<file path="config.mk">
export PLATFORM = sky130hd
export DESIGN_NAME = button_debounce
export DESIGN_NICKNAME = d
export VERILOG_FILES = /design/src/rtl/button_debounce.sv
export SDC_FILE = /design/constraint.sdc
export NUM_CORES = 1
export LEC_CHECK = 0
export CORE_MARGIN = 8
export CORE_UTILIZATION = 58
export CTS_BUF_LIST = sky130_fd_sc_hd__clkbuf_4 sky130_fd_sc_hd__clkbuf_8
export DETAILED_ROUTE_END_ITERATION = 6
export PLACE_DENSITY = 0.77
export SYNTH_ARGS = -nofsm -noshare
export SYNTH_HDL_FRONTEND = slang
export SYNTH_SLANG_ARGS = --single-unit
</file>
<file path="constraint.sdc">
create_clock -name clk -period 1.72 [get_ports clk]
set_input_delay 0.172 -clock clk [delete_from_list [all_inputs] [get_ports clk]]
set_output_delay 0.172 -clock clk [all_outputs]
set_load 0.005 [all_outputs]
</file>
<file path="src/rtl/button_debounce.sv">
// Per-button synchronizer, debouncer and press/release/long-press pulse generator.
// Channels are independent; every output is registered.
module button_debounce #(
  parameter int unsigned N_BTN           = 2,
  parameter int unsigned DEBOUNCE_CYCLES = 1_000_000,
  parameter int unsigned LONG_CYCLES     = 100_000_000,
  parameter bit          ACTIVE_LOW      = 1'b1
) (
  input  logic             clk,
  input  logic             rst,
  input  logic [N_BTN-1:0] btn_in,
  output logic [N_BTN-1:0] btn_state,
  output logic [N_BTN-1:0] press_pulse,
  output logic [N_BTN-1:0] release_pulse,
  output logic [N_BTN-1:0] long_pulse
);

  localparam int unsigned      DW       = $clog2(DEBOUNCE_CYCLES) + 1;
  localparam int unsigned      LW       = $clog2(LONG_CYCLES) + 1;
  localparam logic [DW-1:0]    D_LAST   = DW'(DEBOUNCE_CYCLES - 1);
  localparam logic [LW-1:0]    L_LAST   = LW'(LONG_CYCLES - 1);
  localparam logic [LW-1:0]    L_MAX    = LW'(LONG_CYCLES);
  localparam logic [N_BTN-1:0] RELEASED = ACTIVE_LOW ? '1 : '0;

  typedef enum logic [1:0] {
    IDLE,
    PRESS_WAIT,
    PRESSED,
    RELEASE_WAIT
  } state_t;

  logic [N_BTN-1:0] r_sync1;
  logic [N_BTN-1:0] r_sync2;
  logic [N_BTN-1:0] w_s;

  // Synchronizer resets to the released pin level so reset never looks like a press.
  always_ff @(posedge clk) begin
    if (rst) begin
      r_sync1 <= RELEASED;
      r_sync2 <= RELEASED;
    end else begin
      r_sync1 <= btn_in;
      r_sync2 <= r_sync1;
    end
  end

  assign w_s = ACTIVE_LOW ? ~r_sync2 : r_sync2;

  for (genvar g = 0; g < N_BTN; g++) begin : g_ch
    state_t          r_state;
    state_t          w_state_nxt;
    logic [DW-1:0]   r_dcnt;
    logic [DW-1:0]   w_dcnt_nxt;
    logic [LW-1:0]   r_lcnt;
    logic [LW-1:0]   w_lcnt_nxt;
    logic            w_press;
    logic            w_release;
    logic            w_long;
    logic            r_btn_state;
    logic            r_press;
    logic            r_release;
    logic            r_long;

    always_comb begin
      w_state_nxt = r_state;
      w_dcnt_nxt  = r_dcnt;
      w_lcnt_nxt  = r_lcnt;
      w_press     = 1'b0;
      w_release   = 1'b0;
      w_long      = 1'b0;

      // Hold timer keeps running through a release bounce; saturation makes the pulse one-shot.
      if ((r_state == PRESSED || r_state == RELEASE_WAIT) && r_lcnt != L_MAX) begin
        w_lcnt_nxt = r_lcnt + 1'b1;
        w_long     = (r_lcnt == L_LAST);
      end

      case (r_state)
        IDLE: begin
          if (w_s[g]) begin
            w_state_nxt = PRESS_WAIT;
            w_dcnt_nxt  = '0;
          end
        end
        PRESS_WAIT: begin
          if (!w_s[g]) begin
            w_state_nxt = IDLE;
          end else if (r_dcnt == D_LAST) begin
            w_state_nxt = PRESSED;
            w_press     = 1'b1;
            w_lcnt_nxt  = '0;
          end else begin
            w_dcnt_nxt = r_dcnt + 1'b1;
          end
        end
        PRESSED: begin
          if (!w_s[g]) begin
            w_state_nxt = RELEASE_WAIT;
            w_dcnt_nxt  = '0;
          end
        end
        RELEASE_WAIT: begin
          if (w_s[g]) begin
            w_state_nxt = PRESSED;
          end else if (r_dcnt == D_LAST) begin
            w_state_nxt = IDLE;
            w_release   = 1'b1;
          end else begin
            w_dcnt_nxt = r_dcnt + 1'b1;
          end
        end
        default: w_state_nxt = IDLE;
      endcase
    end

    always_ff @(posedge clk) begin
      if (rst) begin
        r_state     <= IDLE;
        r_dcnt      <= '0;
        r_lcnt      <= '0;
        r_btn_state <= 1'b0;
        r_press     <= 1'b0;
        r_release   <= 1'b0;
        r_long      <= 1'b0;
      end else begin
        r_state     <= w_state_nxt;
        r_dcnt      <= w_dcnt_nxt;
        r_lcnt      <= w_lcnt_nxt;
        r_btn_state <= (w_state_nxt == PRESSED) || (w_state_nxt == RELEASE_WAIT);
        r_press     <= w_press;
        r_release   <= w_release;
        r_long      <= w_long;
      end
    end

    assign btn_state[g]     = r_btn_state;
    assign press_pulse[g]   = r_press;
    assign release_pulse[g] = r_release;
    assign long_pulse[g]    = r_long;
  end

endmodule

</file>
# Yosys cells after proc, flatten, opt, wreduce, memory -nomap -nowiden
# Cells that the tools add are included.
# W data, S select, Z words.
# totals
register_bits,114
latchBits,0
ram_bits,0
mem_bits_ro,0
output_inout_bits,8
elab_cells,105
memories,0
# classes
addsub,4
multipliers,0
div_mod_pow,0
magnitude_cmp,0
n_eq_ne,24
shifts,0
n_mux,36
bitwise_logic,9
n_reduce_logical,16
# ops
op,count
$mux W28,8
$mux W21,10
$pmux W21 S4,2
$add A28 B1 Y28 const B,2
$eq A28 B27 Y1 const B,2
$ne A28 B27 Y1 const B,2
$add A21 B1 Y21 const B,2
$eq A21 B20 Y1 const B,2
$mux W2,12
$eq A2 B2 Y1 const B,8
$ne A2 B2 Y1 const B,8
$pmux W2 S4,2
$reduce_or A3 Y1,4
$not A1 Y1,8
$reduce_and A4 Y1,2
$eq A2 B1 Y1 const B,2
$logic_not A2 Y1,2
$logic_or A1 B1 Y1,4
$reduce_or A2 Y1,2
$logic_and A1 B1 Y1,2
$mux W1,2
$not A2 Y2,1

# Longest topological paths before layout
# Gate-level depths: netlist of the first run.
# depth
depth_word,7
ltp_mapped,7
depth_no_buf,7

# Least setup slack after synthesis of the first run
# No wires, ideal clock.
# synth_path
kind,reg-to-reg
from,register g_ch[1].r_dcnt[7]
to,register g_ch[1].r_lcnt[23]
setup_ps,115
arrival_time_ps,1668
required_ps,1605
path_slack_ps,-63
stages_incl_launch_ff,7
path_cell_list,dfxtp_1 > nor4b_4 > nand4_1 > or2_4 > o31ai_4 > buf_6 > nor2_1
# synth_via
elab_chain_cells,4
# synth_rtl
element,line,rtl
"start, declared",52,logic [DW-1:0] r_dcnt;
"start signal, assigned",127,r_dcnt <= w_dcnt_nxt;
$eq A21 B20 Y1,88,end else if (r_dcnt == D_LAST) begin
$mux W28,88,
$mux W28,86,if (!w_s[g]) begin
$mux W28,78,case (r_state)
"end signal, assigned",128,r_lcnt <= w_lcnt_nxt;
"end, declared",54,logic [LW-1:0] r_lcnt;
# No other way between the ends.
# A chain may end at the register's enable or synchronous reset.

# Worst setup path in the final report of the first run
# layout_path
from,register g_ch[0].r_lcnt[0]
to,register g_ch[0].r_lcnt[2]
# layout_via
elab_chain_cells,6
word_cells_on_any_way,7
classes_between,add/sub: 1; eq/ne: 1; mux: 4; reduce/logical: 1
# layout_rtl
element,line,rtl
"start, declared",54,
"start signal, assigned",128,
"parallel branches: the longest is 2 deep, another holds $add A28 B1 Y28",--,
$mux W28 *,73,if ((r_state == PRESSED || r_state == RELEASE_WAIT) && r_lcnt != L_MAX) begin
$mux W28,88,
$mux W28,86,
$mux W28 *,78,
# Mark *: on every way between the ends.

==> results.sh, run 1 <==
export IMPL_status="finished, violations left"
export IMPL_violations="setup timing"
export IMPL_dieArea_um2=12700
export IMPL_p_sw_share_pct=23.9
export IMPL_end_kind="flop"
export IMPL_hold_viol_final=0
export IMPL_relSlewSlack_pct=69.2
export IMPL_die_h_um=113
export IMPL_grt_pass1_vias=4858
export IMPL_insertion_delay_ns=0.38
export IMPL_grt_max_degree=29
export IMPL_hp_class="flop to flop"
export IMPL_power_leakage_nw=2.44
export IMPL_ant_nets=0
export IMPL_fin_nets=744
export IMPL_cp_top_family="simple AND/OR/NAND/NOR gates"
export IMPL_dr_first_iter_drc_count=346
export IMPL_p_per_area_nw_per_um2=594
export IMPL_ir_drop_mv=0.573
export IMPL_start_kind="flop"
export IMPL_portBuffers=11
export IMPL_fin_crit_ns=1.82
export IMPL_mostFrequentLayoutCells="buf_4, dfxtp_1, nor2_1"
export IMPL_synth_edff_count=0
export IMPL_drive_gt1_share_pct=33.3
export IMPL_clk_path_buf_depth=2
export IMPL_rsz0062_at_grt="yes"
export IMPL_maxCapViolCount=0
export IMPL_synthArstFlopShare_pct=0
export IMPL_tightestPinTransition_ns=0.457
export IMPL_row_count=35
export IMPL_syn_area_um2=5410
export IMPL_clockRootBuffer="clkbuf_8"
export IMPL_num_vias=5041
export IMPL_hold_depth=1
export IMPL_cts_hold_buffers=0
export IMPL_max_clock_freq_ghz=0.551
export IMPL_synth_nets=624
export IMPL_switching_power_mw=0.993
export IMPL_drt_total_wl_um=13200
export IMPL_ios=12
export IMPL_cts_htree_levels=3
export IMPL_slowest_delay_ns=0.38
export IMPL_grt_antenna_before_repair=0
export IMPL_required_ns=2.00
export IMPL_avgSynthCellArea_um2=8.81
export IMPL_final_area_um2=7000
export IMPL_p_int_mw=3.16
export IMPL_synth_flop_cell="dfxtp_1"
export IMPL_drc_errors=0
export IMPL_core_area_um2=9150
export IMPL_crit_cells=9
export IMPL_final_common_cell="buf_4"
export IMPL_r2r_cells=9
export IMPL_gp_congestion=0.862
export IMPL_firstDrtPassIters=5
export IMPL_fin_skew_ns=0.0138
export IMPL_seq_area_frac_synth_pct=41.5
export IMPL_critPathKind="flop to flop"
export IMPL_die_width_um=113
export IMPL_cts_buffers=9
export IMPL_p_comb_share_pct=2.9
export IMPL_crit_buf_inv=3
export IMPL_yosysWarningCount=0
export IMPL_fin_util_pct=76.5
export IMPL_syn_instance_count=614
export IMPL_finalSetupViolCount=43
export IMPL_grtUsageTotal_pct=20.6
export IMPL_slowest_stage="dfxtp_4"
export IMPL_avgRoutedWirePerCell_um=15.6
export IMPL_syn_to_final_growth_pct=29.5
export IMPL_vias_per_cell=5.94
export IMPL_grt_overflow=0
export IMPL_period_share_pct=106
export IMPL_antenna_cells=0
export IMPL_setup_ws_ns=-0.0955
export IMPL_drv_slew=0
export IMPL_dp_final_hpwl_um=8790
export IMPL_p_seq_share_pct=62.3
export IMPL_arrival_ns=2.09
export IMPL_ys_ff_latch=112
export IMPL_path_clk_slew_ns=0.11
export IMPL_cts_sinks=112
export IMPL_critPathMaxFanout=4
export IMPL_grt_pass1_wl_um=21900
export IMPL_path_cells="inv_4 > ha_4 > nor4b_4 > nand4b_1 > buf_4 > buf_6 > o211ai_1 > xor2_1 > nor2_1"
export IMPL_place_area_um2=6370
export IMPL_start_util_pct=59.1
export IMPL_yosysUniqueCellTypes=51
export IMPL_p_clk_share_pct=34.8
export IMPL_fin_total_pwr_mw=4.16
export IMPL_cts_tree="yes"
==> state kept, by name, indices dropped and copies added (netlist names) <==
signal,flops
g_ch.r_lcnt,56
g_ch.r_dcnt,42
g_ch.r_state,4
g_ch.r_long,2
g_ch.r_press,2
g_ch.r_release,2
r_sync1,2
r_sync2,2
==> cells in the mapped netlist (3+ instances only) <==
library cell	instances	area, um^2
a21oi_1	27	135
and3_1	8	50.1
and4_1	16	140
buf_2	5	25.0
buf_4	9	67.6
buf_6	4	45.0
clkbuf_1	10	37.5
dfxtp_1	112	2240
ha_1	6	75.1
inv_1	9	33.8
nand2_1	44	165
nand3_1	27	135
nand4_1	35	219
nor2_1	85	319
nor3_1	14	70.1
nor4_1	16	100
nor4b_1	8	70.1
o2111ai_1	4	35.0
o211ai_1	13	97.6
o21ai_0	22	110
o31ai_1	4	30.0
or2_2	6	37.5
or3_1	19	119
or3b_2	3	26.3
or4_1	8	60.1
xnor2_1	30	263
xor2_1	37	324
==> through the flow <==
stage | cells | hold slack [ns] | TNS (ns) | setup WS [ns]
2_1_floorplan | 614 | 0.276 | -0.679 | -0.0341
3_3_place_gp | 819 | 0.394 | -0.0876 | -0.0444
3_5_place_dp | 819 | 0.405 | -2.08 | -0.113
4_1_cts | 840 | 0.392 | -0.309 | -0.0219
5_1_grt | 849 | 0.406 | -6.51 | -0.175
6_report | 849 | 0.421 | -1.75 | -0.0955
==> cells by family after synthesis <==
group	share of synthesized area (%)
AOI/OAI and AO/OA	9.41
adders and majority gates	1.39
xor gates and xnor gates	11.1
buffers and inverters	3.86
and+or+nand+nor	32.4
muxes	0.370
DFF	41.5
==> area by class of cell <==
cell class,count,area (um^2)
clock buffers,9,124
multi-input cells,465,3260
clock inverters,6,43.8
inverters,9,36.3
well taps,111,139
flip-flops and latches,112,2290
fillers,612,2150
repair buffers,137,1110
==> layer usage <==
| layer | track usage, % | share of wire, % |
|---|---|---|
| met1 | 24.5 | 43 |
| met5 | 0 | 0 |
| met2 | 36.3 | 51 |
| met4 | 7.55 | 1.8 |
| met3 | 3.65 | 4.3 |
==> final timing paths <==
check                                             startpoint                      endpoint  slack [ns]
worst min-delay path                   r_sync1[1]$_SDFF_PP1_         r_sync2[1]$_SDFF_PP1_        0.42
worst min register to register         r_sync1[1]$_SDFF_PP1_         r_sync2[1]$_SDFF_PP1_        0.42
worst max register to register  g_ch[0].r_lcnt[0]$_SDFF_PP0_  g_ch[0].r_lcnt[2]$_SDFF_PP0_        -0.1
worst max-delay path            g_ch[0].r_lcnt[0]$_SDFF_PP0_  g_ch[0].r_lcnt[2]$_SDFF_PP0_        -0.1
==> power by group through the flow <==
stage          Combinational, mW  Sequential [mW]  Clock (mW)
2_1_floorplan             0.0680             2.66           0
3_3_place_gp               0.116             2.66           0
3_5_place_dp               0.118             2.66           0
4_1_cts                    0.118             2.60        1.46
5_1_grt                    0.130             2.59        1.58
6_report                   0.122             2.59        1.44
==> timing repair <==
item,4_1_cts,5_1_grt
gates resized for setup,26,79
pin swaps,11,31
setup endpoints to repair,51,81
cloned,0,1
buffers inserted,6,8
(Power assumes the default switching activity.)
==> run 2: changes to the inputs <==
--- a/config.mk
+++ b/config.mk
@@ -5,11 +5,11 @@
 export SDC_FILE = /design/constraint.sdc
 export NUM_CORES = 1
 export LEC_CHECK = 0
-export CORE_MARGIN = 8
 export CORE_UTILIZATION = 58
 export CTS_BUF_LIST = sky130_fd_sc_hd__clkbuf_4 sky130_fd_sc_hd__clkbuf_8
 export DETAILED_ROUTE_END_ITERATION = 6
 export PLACE_DENSITY = 0.77
+export REMOVE_ABC_BUFFERS = 1
 export SYNTH_ARGS = -nofsm -noshare
 export SYNTH_HDL_FRONTEND = slang
 export SYNTH_SLANG_ARGS = --single-unit
==> results.sh, run 2 (synthesized netlist as in run 1, its figures left out) <==
export IMPL_cp_top_family="compound AO/OA/AOI/OAI gates"
export IMPL_cts_buffers=9
export IMPL_reg2reg_from="g_ch[0].r_lcnt[0]$_SDFF_PP0_"
export IMPL_gp_congestion=0.844
export IMPL_cts_hold_buffers=0
export IMPL_grt_pass1_vias=4741
export IMPL_p_comb_share_pct=4.2
export IMPL_clk_path_buf_depth=2
export IMPL_arrival_ns=2.22
export IMPL_antenna_cells=0
export IMPL_drt_total_wl_um=16000
export IMPL_cts_sinks=112
export IMPL_die_h_um=98.6
export IMPL_portBuffers=11
export IMPL_largest_reg_flops=56
export IMPL_clockRootBuffer="clkbuf_8"
export IMPL_path_clk_slew_ns=0.10
export IMPL_cts_htree_levels=3
export IMPL_r2r_end="g_ch[0].r_lcnt[18]$_SDFF_PP0_"
export IMPL_violations="setup timing"
export IMPL_grt_pass1_wl_um=21100
export IMPL_setup_ws_ns=-0.186
export IMPL_start_util_pct=60.8
export IMPL_route_met3_wl_um=911
export IMPL_critPathLaunch="g_ch[0].r_lcnt[0]$_SDFF_PP0_"
export IMPL_drv_slew=0
export IMPL_reg_largest_list="g_ch.r_lcnt (56), g_ch.r_dcnt (42), g_ch.r_state (4)"
export IMPL_insertion_delay_ns=0.38
export IMPL_end_kind="flop"
export IMPL_firstDrtPassIters=5
export IMPL_path_cells="inv_4 > ha_4 > nor4b_4 > nand4b_1 > buf_4 > o21ai_4 > o21ai_0 > a21oi_2"
export IMPL_ant_nets=0
export IMPL_drc_errors=0
export IMPL_p_per_area_nw_per_um2=612
export IMPL_start_kind="flop"
export IMPL_max_clock_freq_ghz=0.525
export IMPL_period_share_pct=111
export IMPL_grt_overflow=0
export IMPL_fin_crit_ns=1.91
export IMPL_p_seq_share_pct=57.7
export IMPL_crit_buf_inv=2
export IMPL_maxCapViolCount=0
export IMPL_grtUsageTotal_pct=26.4
export IMPL_dp_final_hpwl_um=8500
export IMPL_dieArea_um2=9720
export IMPL_avgRoutedWirePerCell_um=19.1
export IMPL_endpoint="g_ch[0].r_lcnt[18]$_SDFF_PP0_"
export IMPL_required_ns=2.03
export IMPL_critPathMaxFanout=8
export IMPL_p_clk_share_pct=38.1
export IMPL_fin_util_pct=82.4
export IMPL_mostFrequentLayoutCells="buf_4, dfxtp_1, nor2_1"
export IMPL_fin_skew_ns=0.0107
export IMPL_die_width_um=98.6
export IMPL_ir_drop_mv=0.528
export IMPL_nFillCells=504
export IMPL_wl_met1_um=6300
export IMPL_route_met2_wl_um=8150
export IMPL_status="finished, violations left"
export IMPL_fin_nets=733
export IMPL_p_int_mw=3.46
export IMPL_slowest_delay_ns=0.39
export IMPL_grt_max_degree=29
export IMPL_relSlewSlack_pct=63.6
export IMPL_rrSetupSlack_ns=-0.19
export IMPL_r2r_cells=8
export IMPL_vias_per_cell=6.34
export IMPL_rsz0062_at_grt="yes"
export IMPL_power_leakage_nw=2.49
export IMPL_core_area_um2=8890
export IMPL_hp_class="primary input to flop"
export IMPL_holdWs_ns=0.347
export IMPL_row_count=34
export IMPL_num_vias=5293
export IMPL_top_layer="met4"
export IMPL_cts_tree="yes"
export IMPL_drive_gt1_share_pct=37.0
export IMPL_slowest_stage="dfxtp_4"
export IMPL_final_common_cell="buf_4"
export IMPL_crit_cells=8
export IMPL_critPathKind="flop to flop"
export IMPL_grt_antenna_before_repair=0
export IMPL_tightestPinTransition_ns=0.542
export IMPL_finalSetupViolCount=67
export IMPL_switching_power_mw=1.02
export IMPL_p_sw_share_pct=22.7
export IMPL_syn_to_final_growth_pct=35.4
export IMPL_regMostFlops="g_ch.r_lcnt"
export IMPL_hold_viol_final=0
export IMPL_dr_first_iter_drc_count=257
export IMPL_ios=12
[run 2: cell types whose count changed in the layout (fill, tap and decap cells not counted), moves of 4 or more]
cell       change
nor2_2         +9
o21ai_2        -6
clkbuf_16      +4
nor2_1        -29
buf_4         -21
a21oi_2        +7
nor2_4        +20
buf_6          +5
a21oi_1        -7
o21ai_1        +4
[run 2: worst min-delay path by stage]
stage | start | to | cells past startpoint
floorplan | rst | g_ch[0].r_dcnt[0]$_SDFFE_PP0P_ | 1
global placement | r_sync1[1]$_SDFF_PP1_ | r_sync2[1]$_SDFF_PP1_ | 1
detailed placement | r_sync1[1]$_SDFF_PP1_ | r_sync2[1]$_SDFF_PP1_ | 1
CTS | btn_in[1] | r_sync1[1]$_SDFF_PP1_ | 2
global route | btn_in[1] | r_sync1[1]$_SDFF_PP1_ | 2
finish | btn_in[1] | r_sync1[1]$_SDFF_PP1_ | 2
[run 2: cell type report]
cell class | count | area, um^2 | share of cell area (%)
Timing Repair Buffer | 125 | 1110 | 15.2
Multi-Input combinational cell | 466 | 3530 | 48.1
Tap cell | 108 | 135 | 1.84
Inverter | 9 | 41.3 | 0.564
Sequential cell | 112 | 2300 | 31.4
Clock buffer | 12 | 165 | 2.25
Clock inverter | 3 | 47.5 | 0.649
[run 2: per-layer routing]
metal	global-route usage (%)	up-vias
li1	-	2439
met1	33.3	2561
met2	45.1	226
met3	4.54	67
met4	10.7	0
met5	0	-
[run 2: timing repair]
item	4_1_cts	5_1_grt
endpoints found under the setup margin	40	91
setup buffers	6	14
gates cloned	0	7
hold endpoints to repair	0	0
pin swaps	9	51
gates resized for setup	22	159
[run 2: power groups by stage]
stage / clock network (mW) / registers (mW) / logic, mW
after global placement: 0 / 2.66 / 0.113
after CTS: 1.70 / 2.60 / 0.116
after detailed placement: 0 / 2.66 / 0.116
final: 1.71 / 2.59 / 0.188
after floorplan: 0 / 2.66 / 0.0469
after global routing: 1.83 / 2.59 / 0.194
[run 2: metrics by stage]
step	power, mW	TNS, ns	instances	setup WS, ns	cell area, um^2
after floorplan	2.71	-17.52	586	-0.289	5230
after global placement	2.77	-0.0508	794	-0.0253	6170
after detailed placement	2.78	-1.06	794	-0.126	6170
after CTS	4.42	-0.362	815	-0.0239	6500
after global routing	4.61	-11.01	835	-0.219	7330
final	4.48	-6.30	835	-0.186	7330
==> run 3: changes to the inputs <==
--- a/config.mk
+++ b/config.mk
@@ -9,6 +9,7 @@
 export CTS_BUF_LIST = sky130_fd_sc_hd__clkbuf_4 sky130_fd_sc_hd__clkbuf_8
 export DETAILED_ROUTE_END_ITERATION = 6
 export PLACE_DENSITY = 0.77
+export RECOVER_POWER = 100
 export REMOVE_ABC_BUFFERS = 1
 export SYNTH_ARGS = -nofsm -noshare
 export SYNTH_HDL_FRONTEND = slang
==> results.sh, run 3 (synthesized netlist as in run 1, its figures left out) <==
export IMPL_slowest_stage="dfxtp_4"
export IMPL_clockRootBuffer="clkbuf_8"
export IMPL_fin_crit_ns=1.91
export IMPL_gp_congestion=0.844
export IMPL_power_leakage_nw=2.51
export IMPL_reg_largest_list="g_ch.r_lcnt (56), g_ch.r_dcnt (42), g_ch.r_state (4)"
export IMPL_p_sw_share_pct=22.7
export IMPL_critPathMaxFanout=5
export IMPL_grt_pass1_vias=4741
export IMPL_rrSetupSlack_ns=-0.19
export IMPL_row_count=34
export IMPL_grt_overflow=0
export IMPL_grtUsageTotal_pct=26.4
export IMPL_path_cells="inv_4 > ha_4 > nor4b_4 > nand4b_1 > buf_4 > o211ai_1 > buf_4 > xor2_1 > nor2_1"
export IMPL_syn_to_final_growth_pct=35.4
export IMPL_cts_htree_levels=3
export IMPL_tns_ns=-6.26
export IMPL_ant_nets=0
export IMPL_die_h_um=98.6
export IMPL_dpl_cell_count=794
export IMPL_cts_tree="yes"
export IMPL_fin_util_pct=82.4
export IMPL_ir_drop_mv=0.529
export IMPL_cpMostUsedCell="buf_4"
export IMPL_hold_viol_final=0
export IMPL_grt_max_degree=29
export IMPL_antenna_cells=0
export IMPL_avgRoutedWirePerCell_um=19.0
export IMPL_ios=12
export IMPL_insertion_delay_ns=0.38
export IMPL_firstDrtPassIters=4
export IMPL_critPathKind="flop to flop"
export IMPL_vias_per_cell=6.31
export IMPL_drc_errors=0
export IMPL_tightestPinTransition_ns=0.796
export IMPL_mostFrequentLayoutCells="buf_4, dfxtp_1, nor2_1"
export IMPL_cts_sinks=112
export IMPL_period_share_pct=111
export IMPL_relSlewSlack_pct=46.9
export IMPL_grt_pass1_wl_um=21100
export IMPL_path_clk_slew_ns=0.10
export IMPL_setup_ws_ns=-0.190
export IMPL_slowest_delay_ns=0.39
export IMPL_end_kind="flop"
export IMPL_portBuffers=11
export IMPL_required_ns=1.99
export IMPL_hold_depth=2
export IMPL_r2r_cells=9
export IMPL_largest_reg_flops=56
export IMPL_drive_gt1_share_pct=36.9
export IMPL_maxCapViolCount=0
export IMPL_status="finished, violations left"
export IMPL_fin_nets=733
export IMPL_dieArea_um2=9720
export IMPL_dp_final_hpwl_um=8500
export IMPL_hp_class="primary input to flop"
export IMPL_final_instance_count_excl_fill=835
export IMPL_start_util_pct=60.8
export IMPL_cts_hold_buffers=0
export IMPL_cts_buffers=9
export IMPL_grt_antenna_before_repair=0
export IMPL_start_kind="flop"
export IMPL_holdWs_ns=0.347
export IMPL_dr_first_iter_drc_count=253
export IMPL_p_per_area_nw_per_um2=612
export IMPL_max_clock_freq_ghz=0.524
export IMPL_regMostFlops="g_ch.r_lcnt"
export IMPL_rsz0062_at_grt="yes"
export IMPL_arrival_ns=2.18
export IMPL_r2r_end="g_ch[0].r_lcnt[13]$_SDFF_PP0_"
export IMPL_num_vias=5269
export IMPL_drv_slew=0
export IMPL_violations="setup timing"
export IMPL_fin_skew_ns=0.00874
export IMPL_reg2reg_from="g_ch[0].r_lcnt[0]$_SDFF_PP0_"
export IMPL_min_to="r_sync1[1]$_SDFF_PP1_"
export IMPL_final_common_cell="buf_4"
export IMPL_p_int_mw=3.46
export IMPL_switching_power_mw=1.02
export IMPL_p_seq_share_pct=57.8
export IMPL_p_comb_share_pct=4.2
export IMPL_die_width_um=98.6
export IMPL_hold_start="btn_in[1]"
export IMPL_nFillCells=506
export IMPL_finalSetupViolCount=66
export IMPL_core_area_um2=8890
export IMPL_clk_path_buf_depth=2
export IMPL_p_clk_share_pct=38.1
export IMPL_drt_total_wl_um=15900
[run 3: cell count changes in the layout (fill, tap and decap cells not counted)]
cell / change
buf_4: -1
clkdlybuf4s50_1: -7
clkbuf_1: +1
dlygate4sd3_1: +7
[run 3: power by group through the flow]
stage	combinational (mW)	clock, mW	sequential (mW)
6_report	0.186	1.71	2.59
5_1_grt	0.193	1.83	2.59
3_3_place_gp	0.113	0	2.66
3_5_place_dp	0.116	0	2.66
2_1_floorplan	0.0469	0	2.66
4_1_cts	0.116	1.70	2.60
[run 3: worst max path at each step]
stage	slack, ns	endpoint	start	cells past startpoint
2_1_floorplan	-0.29	g_ch[0].r_lcnt[0]$_SDFF_PP0_	g_ch[0].r_dcnt[13]$_SDFFE_PP0P_	4
3_3_place_gp	-0.03	g_ch[1].r_lcnt[22]$_SDFF_PP0_	g_ch[1].r_lcnt[6]$_SDFF_PP0_	6
3_5_place_dp	-0.13	g_ch[0].r_lcnt[1]$_SDFF_PP0_	g_ch[0].r_lcnt[0]$_SDFF_PP0_	7
4_1_cts	-0.02	g_ch[1].r_lcnt[1]$_SDFF_PP0_	g_ch[1].r_lcnt[0]$_SDFF_PP0_	7
5_1_grt	-0.22	g_ch[1].r_lcnt[23]$_SDFF_PP0_	g_ch[1].r_lcnt[6]$_SDFF_PP0_	6
6_report	-0.19	g_ch[0].r_lcnt[13]$_SDFF_PP0_	g_ch[0].r_lcnt[0]$_SDFF_PP0_	9
[run 3: area by class of cell]
class | count | area (um^2) | share of cell area, %
well taps | 108 | 135 | 1.85
inverters | 9 | 41.3 | 0.564
clock buffers | 12 | 165 | 2.26
clock inverters | 3 | 47.5 | 0.649
multi-input cells | 466 | 3530 | 48.2
repair buffers | 125 | 1110 | 15.1
flip-flops and latches | 112 | 2300 | 31.4
[run 3: timing repair]
action,in CTS,in global routing
endpoints found under the setup margin,40,91
gates cloned,0,7
buffers inserted,6,14
resized for setup,22,159
pin swaps,9,51
[run 3: metal layers]
metal  vias up  GRT usage (%)  share of wire (%)
li1       2440              -                  -
met1      2552           33.3                 40
met2       212           45.1                 51
met3        65           4.54                5.4
met4         0           10.7                3.7
met5         -              0                  0
[run 3: metrics by stage]
step | total power, mW | setup slack (ns) | area, um^2
after floorplan | 2.71 | -0.289 | 5230
after global placement | 2.77 | -0.0253 | 6170
after detailed placement | 2.78 | -0.126 | 6170
after CTS | 4.42 | -0.0239 | 6500
after global routing | 4.61 | -0.219 | 7320
final | 4.48 | -0.190 | 7320
[run 3: worst max-delay path, delay by kind of cell, from the launching register on]
| kind | cells | cell delay, ns |
|---|---|---|
| AO/OA/AOI/OAI | 1 | 0.17 |
| XOR/XNOR | 1 | 0.21 |
| adder cells (fa/ha/maj) | 1 | 0.11 |
| buffers and inverters | 3 | 0.43 |
| flip-flops | 1 | 0.39 |
| AND/OR/NAND/NOR | 3 | 0.48 |
